===== src/rtl/hazard_pkg.sv =====
// Shared types and forwarding-select encodings for the pipeline hazard controller.
package hazard_pkg;

  typedef enum logic [0:0] {
    RUN     = 1'b0,
    MD_WAIT = 1'b1
  } state_t;

  localparam logic [1:0] FWD_RF  = 2'b00;
  localparam logic [1:0] FWD_WB  = 2'b01;
  localparam logic [1:0] FWD_MEM = 2'b10;

endpackage


===== src/rtl/hazard_unit_forward_unit.sv =====
// EX operand forwarding selects; the younger MEM result wins over WB.
module forward_unit
  import hazard_pkg::*;
(
  input  logic [4:0] ex_rs1,
  input  logic [4:0] ex_rs2,
  input  logic [4:0] mem_rd,
  input  logic [4:0] wb_rd,
  input  logic       mem_reg_write,
  input  logic       wb_reg_write,
  output logic [1:0] fwd_a,
  output logic [1:0] fwd_b
);

  function automatic logic [1:0] fwd_sel(input logic [4:0] rs,
                                         input logic [4:0] m_rd, input logic m_we,
                                         input logic [4:0] w_rd, input logic w_we);
    if (m_we && (m_rd != 5'd0) && (m_rd == rs))
      return FWD_MEM;
    else if (w_we && (w_rd != 5'd0) && (w_rd == rs))
      return FWD_WB;
    else
      return FWD_RF;
  endfunction

  always_comb begin
    fwd_a = fwd_sel(ex_rs1, mem_rd, mem_reg_write, wb_rd, wb_reg_write);
    fwd_b = fwd_sel(ex_rs2, mem_rd, mem_reg_write, wb_rd, wb_reg_write);
  end

endmodule


===== src/rtl/hazard_unit.sv =====
// Stall/flush controller: load-use interlock, branch flush, multi-cycle EX wait
// with watchdog, plus saturating stall/flush event counters.
module hazard_unit
  import hazard_pkg::*;
#(
  parameter int MD_MAX_CYCLES = 64,
  parameter int CNT_W         = 32
) (
  input  logic             clk,
  input  logic             rst,
  input  logic [4:0]       id_rs1,
  input  logic [4:0]       id_rs2,
  input  logic             id_use_rs1,
  input  logic             id_use_rs2,
  input  logic [4:0]       ex_rs1,
  input  logic [4:0]       ex_rs2,
  input  logic [4:0]       ex_rd,
  input  logic             ex_mem_read,
  input  logic             ex_branch_taken,
  input  logic             ex_md_start,
  input  logic             md_done,
  input  logic [4:0]       mem_rd,
  input  logic [4:0]       wb_rd,
  input  logic             mem_reg_write,
  input  logic             wb_reg_write,
  output logic             pc_stall,
  output logic             if_id_stall,
  output logic             id_ex_stall,
  output logic             if_id_flush,
  output logic             id_ex_flush,
  output logic             ex_mem_bubble,
  output logic [1:0]       fwd_a,
  output logic [1:0]       fwd_b,
  output logic             md_timeout,
  output logic [CNT_W-1:0] stall_cycles,
  output logic [CNT_W-1:0] flush_count
);

  localparam int WD_W = (MD_MAX_CYCLES > 2) ? $clog2(MD_MAX_CYCLES) : 1;
  localparam logic [WD_W-1:0] WD_LAST = WD_W'(MD_MAX_CYCLES - 1);

  state_t          state, state_nxt;
  logic [WD_W-1:0] wd_cnt;
  logic            wd_expire;
  logic            load_use;

  assign load_use = ex_mem_read && (ex_rd != 5'd0) &&
                    ((id_use_rs1 && (id_rs1 == ex_rd)) || (id_use_rs2 && (id_rs2 == ex_rd)));

  always_comb begin
    pc_stall      = 1'b0;
    if_id_stall   = 1'b0;
    id_ex_stall   = 1'b0;
    if_id_flush   = 1'b0;
    id_ex_flush   = 1'b0;
    ex_mem_bubble = 1'b0;
    wd_expire     = 1'b0;
    state_nxt     = state;
    case (state)
      RUN: begin
        if (ex_branch_taken) begin
          if_id_flush = 1'b1;
          id_ex_flush = 1'b1;
        end else if (ex_md_start && !md_done) begin
          pc_stall      = 1'b1;
          if_id_stall   = 1'b1;
          id_ex_stall   = 1'b1;
          ex_mem_bubble = 1'b1;
          state_nxt     = MD_WAIT;
        end else if (load_use) begin
          pc_stall    = 1'b1;
          if_id_stall = 1'b1;
          id_ex_flush = 1'b1;
        end
      end
      MD_WAIT: begin
        // Branch and md_start inputs are ignored here: EX still holds the op.
        if (md_done) begin
          state_nxt = RUN;
        end else if (wd_cnt == WD_LAST) begin
          wd_expire = 1'b1;
          state_nxt = RUN;
        end else begin
          pc_stall      = 1'b1;
          if_id_stall   = 1'b1;
          id_ex_stall   = 1'b1;
          ex_mem_bubble = 1'b1;
        end
      end
      default: state_nxt = RUN;
    endcase
  end

  always_ff @(posedge clk or posedge rst) begin
    if (rst) begin
      state        <= RUN;
      wd_cnt       <= '0;
      md_timeout   <= 1'b0;
      stall_cycles <= '0;
      flush_count  <= '0;
    end else begin
      state      <= state_nxt;
      wd_cnt     <= (state == MD_WAIT) ? wd_cnt + WD_W'(1) : '0;
      md_timeout <= md_timeout | wd_expire;
      if (pc_stall && (stall_cycles != '1))
        stall_cycles <= stall_cycles + CNT_W'(1);
      if (if_id_flush && (flush_count != '1))
        flush_count <= flush_count + CNT_W'(1);
    end
  end

  forward_unit u_forward_unit (
    .ex_rs1        (ex_rs1),
    .ex_rs2        (ex_rs2),
    .mem_rd        (mem_rd),
    .wb_rd         (wb_rd),
    .mem_reg_write (mem_reg_write),
    .wb_reg_write  (wb_reg_write),
    .fwd_a         (fwd_a),
    .fwd_b         (fwd_b)
  );

endmodule

===== config.mk =====
export PLATFORM = sky130hd
export DESIGN_NAME = hazard_unit
export DESIGN_NICKNAME = d
export VERILOG_FILES = /design/src/rtl/hazard_pkg.sv /design/src/rtl/hazard_unit_forward_unit.sv /design/src/rtl/hazard_unit.sv
export SDC_FILE = /design/constraint.sdc
export NUM_CORES = 1
export LEC_CHECK = 0
export CAP_MARGIN = 25
export CELL_PAD_IN_SITES_DETAIL_PLACEMENT = 0
export CELL_PAD_IN_SITES_GLOBAL_PLACEMENT = 2
export CORE_UTILIZATION = 28
export CTS_CLUSTER_SIZE = 40
export DETAILED_ROUTE_END_ITERATION = 8
export PLACE_DENSITY = 0.78
export SETUP_SLACK_MARGIN = 0.15
export SLEW_MARGIN = 15
export SYNTH_ARGS = -nofsm -noshare
export SYNTH_HDL_FRONTEND = slang
export SYNTH_SLANG_ARGS = --single-unit

===== constraint.sdc =====
create_clock -name clk -period 3 [get_ports clk]
set_input_delay 0.9 -clock clk [delete_from_list [all_inputs] [get_ports clk]]
set_output_delay 0.9 -clock clk [all_outputs]
set_load 0.1 [all_outputs]

==> flow_metrics.tcl, run 1 <==
set metrics [dict create \
    total_power_mw 3.16 \
    firstDrtPassIters 4 \
    post_drt_wl_per_cell_um 14.3 \
    io_pins 120 \
    htreeDepth 3 \
    end_kind "primary output" \
    finalCoreUtilization_pct 45.5 \
    ys_top_cells_by_count "dfrtp_1, xnor2_1, xor2_1" \
    vias 3384 \
    start_util_pct 28.9 \
    syn_avg_cell_area_um2 10.1 \
    clock-sinks 72 \
    die_w_um 119 \
    gp_congestion 0.823 \
    setup_violations 4 \
    synth.distinct_cells 42 \
    rsz0062_at_grt "true" \
    slew_headroom_pct 48.0 \
    power_density_nw_per_um2 522 \
    ir_drop_mv 0.770 \
    dpl_cell_area_um2 5590 \
    fin_area_um2 6050 \
    netlist_area_um2 3840 \
    cp.required_ps 2100 \
    grt_pass1_wl_um 17500 \
    holdPathEnd "md_timeout" \
    yosysWarnings 0 \
    crit_arrival_ps 2350 \
    gr-usage-all-layers_pct 15.5 \
    grt_start_max_net_pins 73 \
    synth_edf_count 0 \
    worstHoldStart "md_timeout" \
    drtAntennaViolNets 0 \
    path_clk_slew_ps 50 \
    fp.coreArea_um2 13300 \
    instances_no_fill 728 \
    clockBufferDepth 2 \
    portBuffers 119 \
    clk_latency_ps 330 \
    r2r_slack_ps 850 \
    dieArea_um2 14200 \
    vias_per_cell 4.65 \
    yosysSeqAreaShare_pct 46.9 \
    period_minus_slack_ps 3250 \
    drt_iter0_markers 131 \
    slew_violations 0 \
    fp.dieH_um 119 \
    fin_crit_sh_pct 108 \
    hold_depth 2 \
    ys_top_cells_by_area "dfrtp_1, xnor2_1, xor2_1" \
    yosysTopAreaCellShare_pct 46.9 \
    violations "setup timing" \
    synth-async-reset-ratio_pct 100 \
    yosysMostFrequentCell "dfrtp_1" \
    routed_wl_um 10400 \
    fmax_mhz 308 \
    antenna_found_initial 0 \
    netlist_instances 379 \
    grt_pass1_vias 3537 \
    fin_tns_setup_ps -713 \
    detailed_place_hpwl_um 7790 \
    placedCellCount 708 \
    synthFlopType "dfrtp_1" \
    cts_root_buf "clkbuf_16" \
    worst_r2r_endpoint "stall_cycles[25]" \
    hold_slack_ps 468 \
    post-place-ws_ps -684 \
    drive_gt1_share_pct 40.6 \
    n_antenna_cell 0 \
    path_class "input pin to primary output" \
    worstRegToRegCells 10 \
    status "finished, violations left" \
    route.detailed.drc 0 \
    worst_pin_slew_ps 774 \
    synth-seq-cells 72 \
    grt_remaining_overflow 0 \
    syn_to_final_growth_pct 57.6 \
    max-cap-violations 0 \
    finalClockSkew_ps 4.40 \
    layout_setup_ws_ps -245 \
    rr_startpoint "wd_cnt[0]" \
    fin_nets 595 \
    cp_max_fo 2 \
    finalHoldViolCount 0 \
    p_leak_nw 2.83 \
    critPathLaunchType "input pin" \
    rows 42 \
    yosysTopAreaCell "dfrtp_1" \
    hold_path_class "register to register" \
    cts_made_buffers 9 \
    cts_tree "done" \
    syn-num-nets 427 \
    num-fill-cells 1294 \
]
placed cells by master, fill, tap and decap left out, types with 5 or more instances in the layout:
cell           count
and3_1             7
and4_1             5
buf_12            11
buf_2             13
buf_4            100
buf_6             22
clkbuf_16          9
dfrtp_1           71
dlygate4sd2_1      8
inv_1             13
nand2_1           32
nand3_1           23
nand4_1           24
nor2_1            30
nor3_1             9
nor4_1             7
nor4_4             6
xnor2_1           39
xnor2_2           13
xor2_1            37
state kept, by name, summed over array words and instances (netlist names):
signal,cells
stall_cycles,32
wd_cnt,6
md_timeout,1
state,1
flush_count,32
metal layers:
layer / routed length (um) / global-route usage [%] / vias up
li1: - / - / 1657
met1: 4440 / 18.8 / 1626
met2: 5280 / 26.2 / 82
met3: 512 / 4.55 / 19
met4: 197 / 5.22 / 0
met5: 0 / 0 / -
critical path: stages:
cell and delay (ps):
buf_6 90, or4_4 540, o21ai_4 200, nor4_4 60
nor4_4 340, buf_12 220
timing repair:
item / CTS / global route
hold buffers: 0 / 0
endpoints found under the setup margin: 10 / 9
gates resized for setup: 175 / 20
pin swaps: 36 / 11
setup buffers: 3 / 1
worst max path at each step:
stage                     start       end  slack, ps  cells after the start
floorplan           ex_md_start  pc_stall       -860                      7
global placement       wb_rd[4]  fwd_b[0]       -650                      6
detailed placement     wb_rd[4]  fwd_a[0]       -680                      6
CTS                   mem_rd[3]  fwd_b[0]       -280                      6
global route          mem_rd[3]  fwd_a[0]       -290                      6
finish                mem_rd[3]  fwd_a[0]       -250                      6
layout make-up:
type | count | area [um2] | area share [%]
clock buffer | 13 | 250 | 4.13
clock inverter | 3 | 17.5 | 0.289
inverter | 17 | 71.3 | 1.18
multi-input combinational | 284 | 2260 | 37.4
sequential | 72 | 1800 | 29.8
tap | 176 | 220 | 3.64
timing repair buffer | 163 | 1430 | 23.6
power breakdown:
part | internal (mW) | total, mW | switching, mW
Combinational | 0.300 | 1.04 | 0.735
Sequential | 1.04 | 1.15 | 0.105
Clock | 0.580 | 0.979 | 0.399
kinds of logic (layout without fill, tap and decap cells):
group | after synthesis | in the layout | synth area share [%]
adder cells (fa/ha/maj) | 3 | 3 | 0.978
buffers and inverters | 23 | 196 | 2.83
multiplexers | 1 | 1 | 0.293
flip-flops | 72 | 72 | 46.9
AO/OA/AOI/OAI | 15 | 15 | 2.87
AND/OR/NAND/NOR | 172 | 172 | 24.9
XOR/XNOR | 93 | 93 | 21.2
(Power assumes the default switching activity.)
==> inputs of run 2 (changes only) <==
- clock period: 3 -> 3.22 ns (I/O delays scaled with it)
==> flow_metrics.tcl, run 2 (synthesis gave the netlist of run 1 again) <==
set metrics [dict create \
    worstHoldStart "wd_cnt[0]" \
    p_leak_nw 2.95 \
    drive_gt1_share_pct 42.5 \
    clockBufferDepth 2 \
    fp.dieH_um 119 \
    layout_common_cells "buf_4, dfrtp_1, xnor2_1, xor2_1, nand2_1" \
    htreeDepth 3 \
    syn_to_final_growth_pct 62.8 \
    fin_nets 605 \
    drtAntennaViolNets 0 \
    slew_violations 0 \
    cp_max_fo 2 \
    r2r_slack_ps 390 \
    fmax_mhz 298 \
    instances_no_fill 738 \
    multi_input_area_um2 2300 \
    path_clk_slew_ps 50 \
    cts_made_buffers 9 \
    status "finished, violations left" \
    grt_pass1_vias 3565 \
    finalClockSkew_ps 6.45 \
    drt_iter0_markers 138 \
    clk_latency_ps 330 \
    grt_pass1_wl_um 17700 \
    post_drt_wl_per_cell_um 14.3 \
    cp.required_ps 2250 \
    critPathLaunchType "input pin" \
    critical-path-slowest-cell "or4_4" \
    fin_area_um2 6250 \
    route.detailed.drc 0 \
    holdPathEnd "wd_cnt[0]" \
    placedCellCount 707 \
    slew_headroom_pct 49.0 \
    fp.coreArea_um2 13300 \
    io_pins 120 \
    rows 42 \
    firstDrtPassIters 4 \
    gr-usage-all-layers_pct 15.6 \
    antenna_found_initial 0 \
    cts_tree "done" \
    portBuffers 119 \
    hold_buffers 0 \
    dpl_cell_area_um2 5580 \
    finalHoldViolCount 0 \
    end_kind "primary output" \
    post-place-ws_ps -585 \
    dieArea_um2 14200 \
    rsz0062_at_grt "true" \
    start_util_pct 28.9 \
    critical-path-top-delay-family "simple AND/OR/NAND/NOR gates" \
    routed_wl_um 10500 \
    grt_start_max_net_pins 33 \
    final_common_cell "buf_4" \
    setup_violations 3 \
    fin_crit_sh_pct 104 \
    ff_latch_area_um2 1800 \
    largestRegisters "flush_count x32, stall_cycles x32, wd_cnt x6" \
    violations "setup timing" \
    ir_drop_mv 0.817 \
    die_w_um 119 \
    worst_pin_slew_ps 759 \
    vias_per_cell 4.65 \
    detailed_place_hpwl_um 7870 \
    layout_setup_ws_ps -131 \
    path_class "input pin to primary output" \
    worstRegToRegCells 17 \
    clock-sinks 72 \
    cts_root_buf "clkbuf_16" \
    crit_chain "buf_6 > buf_6 > xor2_2 > or4_4 > nor4_4 > buf_12" \
    max_stage_delay_ps 540 \
    crit_arrival_ps 2380 \
    num-fill-cells 1282 \
    power_density_nw_per_um2 499 \
    crit_buf_inv 3 \
    grt_remaining_overflow 0 \
    finalCoreUtilization_pct 47.0 \
    crit_top_cell "buf_6" \
    gp_congestion 0.817 \
    worst_r2r_endpoint "stall_cycles[30]" \
    vias 3433 \
    hold_depth 1 \
    max-cap-violations 0 \
    period_minus_slack_ps 3350 \
    fin_tns_setup_ps -359 \
    n_antenna_cell 0 \
    rr_startpoint "wd_cnt[0]" \
    hold_path_class "register to register" \
]
==> run 2: per-stage QoR <==
step | hold slack, ps | power, mW
after global placement | 440 | 2.02
after floorplan | 425 | 1.73
final | 457 | 3.12
after detailed placement | 444 | 2.03
after CTS | 453 | 3.14
after global routing | 480 | 3.25
==> run 2: timing repair <==
| item | 4_1_cts | 5_1_grt |
|---|---|---|
| buffers inserted | 10 | 4 |
| pin swaps | 36 | 18 |
| resized for setup | 166 | 37 |
| endpoints found under the setup margin | 10 | 13 |
| cloned | 0 | 1 |
==> run 2: metal layers <==
metal	routed length [um]	vias up	GRT usage [%]
met1	4470	1657	18.9
met3	481	17	3.78
met5	0	-	0
li1	-	1674	-
met4	184	0	5.38
met2	5380	85	27.0
==> run 2: area by class of cell <==
| cell class | instances | share of cell area [%] |
|---|---|---|
| Inverter | 17 | 1.14 |
| Multi-Input combinational cell | 284 | 36.8 |
| Timing Repair Buffer | 173 | 24.7 |
| Clock inverter | 3 | 1.04 |
| Tap cell | 176 | 3.52 |
| Sequential cell | 72 | 28.8 |
| Clock buffer | 13 | 4.00 |
==> run 2: worst max path at each step <==
| stage | from | to | slack, ps | depth (start not counted) |
|---|---|---|---|---|
| after global placement | wb_rd[4] | fwd_b[0] | -560 | 6 |
| final | wb_rd[2] | fwd_b[0] | -130 | 6 |
| after CTS | mem_rd[3] | fwd_b[0] | -200 | 6 |
| after floorplan | ex_md_start | pc_stall | -770 | 7 |
| after global routing | wb_rd[0] | fwd_b[0] | -180 | 6 |
| after detailed placement | wb_rd[4] | fwd_a[0] | -590 | 6 |
==> run 2: power by group <==
part,switching (mW),internal (mW)
Sequential,0.0975,0.970
Clock,0.362,0.699
Combinational,0.693,0.297
==> inputs of run 3 (changes only) <==
--- a/config.mk
+++ b/config.mk
@@ -14,3 +14,2 @@
 export PLACE_DENSITY = 0.78
-export SETUP_SLACK_MARGIN = 0.15
 export SLEW_MARGIN = 15
--- a/constraint.sdc
+++ b/constraint.sdc
@@ -3,2 +3,2 @@
 set_output_delay 0.966 -clock clk [all_outputs]
-set_load 0.1 [all_outputs]
+set_load 0.005 [all_outputs]
==> flow_metrics.tcl, run 3 (synthesis gave the netlist of run 1 again) <==
set metrics [dict create \
    layout_setup_ws_ps -70.8 \
    finalHoldViolCount 0 \
    n_antenna_cell 0 \
    p_sw_mw 0.650 \
    total_power_mw 2.61 \
    dpl_cell_area_um2 5470 \
    post-place-ws_ps -861 \
    fin_nets 590 \
    pwr-share-seq_pct 40.9 \
    route.detailed.drc 0 \
    critPathLaunchType "input pin" \
    portBuffers 119 \
    rsz0062_at_grt "true" \
    rr_startpoint "wd_cnt[0]" \
    drt_iter0_markers 111 \
    grt_pass1_vias 3376 \
    end_kind "primary output" \
    power_density_nw_per_um2 440 \
    path_clk_slew_ps 60 \
    r2r_slack_ps 940 \
    status "finished, violations left" \
    worstHoldStart "wd_cnt[0]" \
    routed_wl_um 10100 \
    clockBufferDepth 2 \
    holdPathEnd "wd_cnt[0]" \
    post_drt_wl_per_cell_um 14.0 \
    antenna_found_initial 0 \
    grt_pass1_wl_um 16900 \
    grt-busiest-layer "met2" \
    internal_power_mw 1.96 \
    hold_depth 1 \
    period_minus_slack_ps 3290 \
    drive_gt1_share_pct 19.6 \
    clk_latency_ps 340 \
    placedCellCount 702 \
    fmax_mhz 304 \
    dieArea_um2 14200 \
    use_met1_pct 19.3 \
    detailed_place_hpwl_um 7480 \
    gp_congestion 0.840 \
    ir_drop_mv 0.463 \
    cp.required_ps 2250 \
    clock-sinks 72 \
    cts_tree "done" \
    worst_r2r_endpoint "stall_cycles[15]" \
    rows 42 \
    fin_area_um2 5920 \
    die_w_um 119 \
    fin_crit_sh_pct 102 \
    clkPwrFrac_pct 42.4 \
    vias_per_cell 4.57 \
    hold_buffers 0 \
    switching_share_pct 24.9 \
    io_pins 120 \
    largestRegisters "flush_count x32, stall_cycles x32, wd_cnt x6" \
    gr-usage-met2_pct 24.3 \
    instances_no_fill 723 \
    worstRegToRegCells 11 \
    hold_path_class "register to register" \
    max-cap-violations 0 \
    finalCoreUtilization_pct 44.5 \
    final_common_cell "clkdlybuf4s50_1" \
    firstDrtPassIters 4 \
    p_leak_nw 2.62 \
    layout_common_cells "clkdlybuf4s50_1, dfrtp_1, xnor2_1, xor2_1" \
    crit_arrival_ps 2320 \
    setup_violations 2 \
    grt_remaining_overflow 0 \
    grt_start_max_net_pins 73 \
    path_class "input pin to primary output" \
    use_met3_pct 5.56 \
    syn_to_final_growth_pct 54.1 \
    drtAntennaViolNets 0 \
    worst_pin_slew_ps 700 \
    finalClockSkew_ps 10.5 \
    pwr-share-comb_pct 16.6 \
    vias 3307 \
    slew_headroom_pct 53.0 \
    gr-usage-all-layers_pct 15.2 \
    slew_violations 0 \
    cts_root_buf "clkbuf_16" \
    start_util_pct 28.9 \
    violations "setup timing" \
    cp_max_fo 2 \
    fp.coreArea_um2 13300 \
    cts_made_buffers 9 \
    fp.dieH_um 119 \
    htreeDepth 3 \
]
## run 3: cell types whose count changed in the layout (fill, tap and decap cells not counted), sizes merged
cell           previous run  this run
buf                     157        54
clkdlybuf4s50             3        73
dlygate4sd2               6        19
clkdlybuf4s15             4         8
inv                      15        17
clkbuf                   14        13
clkinvlp                  2         1
dlymetal6s2s              2         3
## run 3: area by class of cell
type                    instances  area [um2]
flip-flops and latches         72        1800
multi-input cells             284        2050
fillers                      1302        7380
inverters                      17        63.8
clock inverters                 4        76.3
clock buffers                  12         256
well taps                     176         220
repair buffers                158        1440
## run 3: repair_timing
action | in CTS | in global routing
gates resized for setup | 121 | 16
endpoints found under the setup margin | 10 | 7
endpoints found under the hold margin | 0 | 0
pin swaps | 24 | 11
cloned | 0 | 0
buffers inserted | 5 | 0
## run 3: power groups by stage
stage	clock network [mW]	registers, mW	logic (mW)
finish	1.11	1.07	0.434
detailed placement	0	1.08	0.429
floorplan	0	1.06	0.162
global route	1.18	1.08	0.479
global placement	0	1.08	0.425
CTS	1.14	1.07	0.438
## run 3: worst max-delay path, cell delays in order
cell and delay, ps:
buf_6 80, buf_4 90, or4_4 110, o21ai_2 50, or4_4 560, nor4_4 320, buf_2 160
## run 3: worst max path at each step
stage | end | slack, ps | cells past startpoint | from
floorplan | fwd_a[0] | 160 | 4 | mem_rd[1]
global placement | fwd_a[0] | -880 | 6 | mem_rd[1]
detailed placement | fwd_a[0] | -860 | 6 | mem_rd[1]
CTS | fwd_a[0] | -70 | 6 | wb_rd[3]
global route | fwd_a[0] | -100 | 7 | wb_rd[2]
finish | fwd_a[0] | -70 | 7 | wb_rd[2]
## run 3: stage by stage
stage          TNS (ps)  hold slack [ps]
6_report          -77.4              461
5_1_grt            -161              483
4_1_cts           -94.1              467
3_5_place_dp      -4840              459
3_3_place_gp      -4850              448
2_1_floorplan         0              425
## run 3: metal layers
metal	vias up	routed length, um
met5	-	0
met4	0	93
met3	8	568
met2	87	4770
met1	1576	4710
li1	1636	-
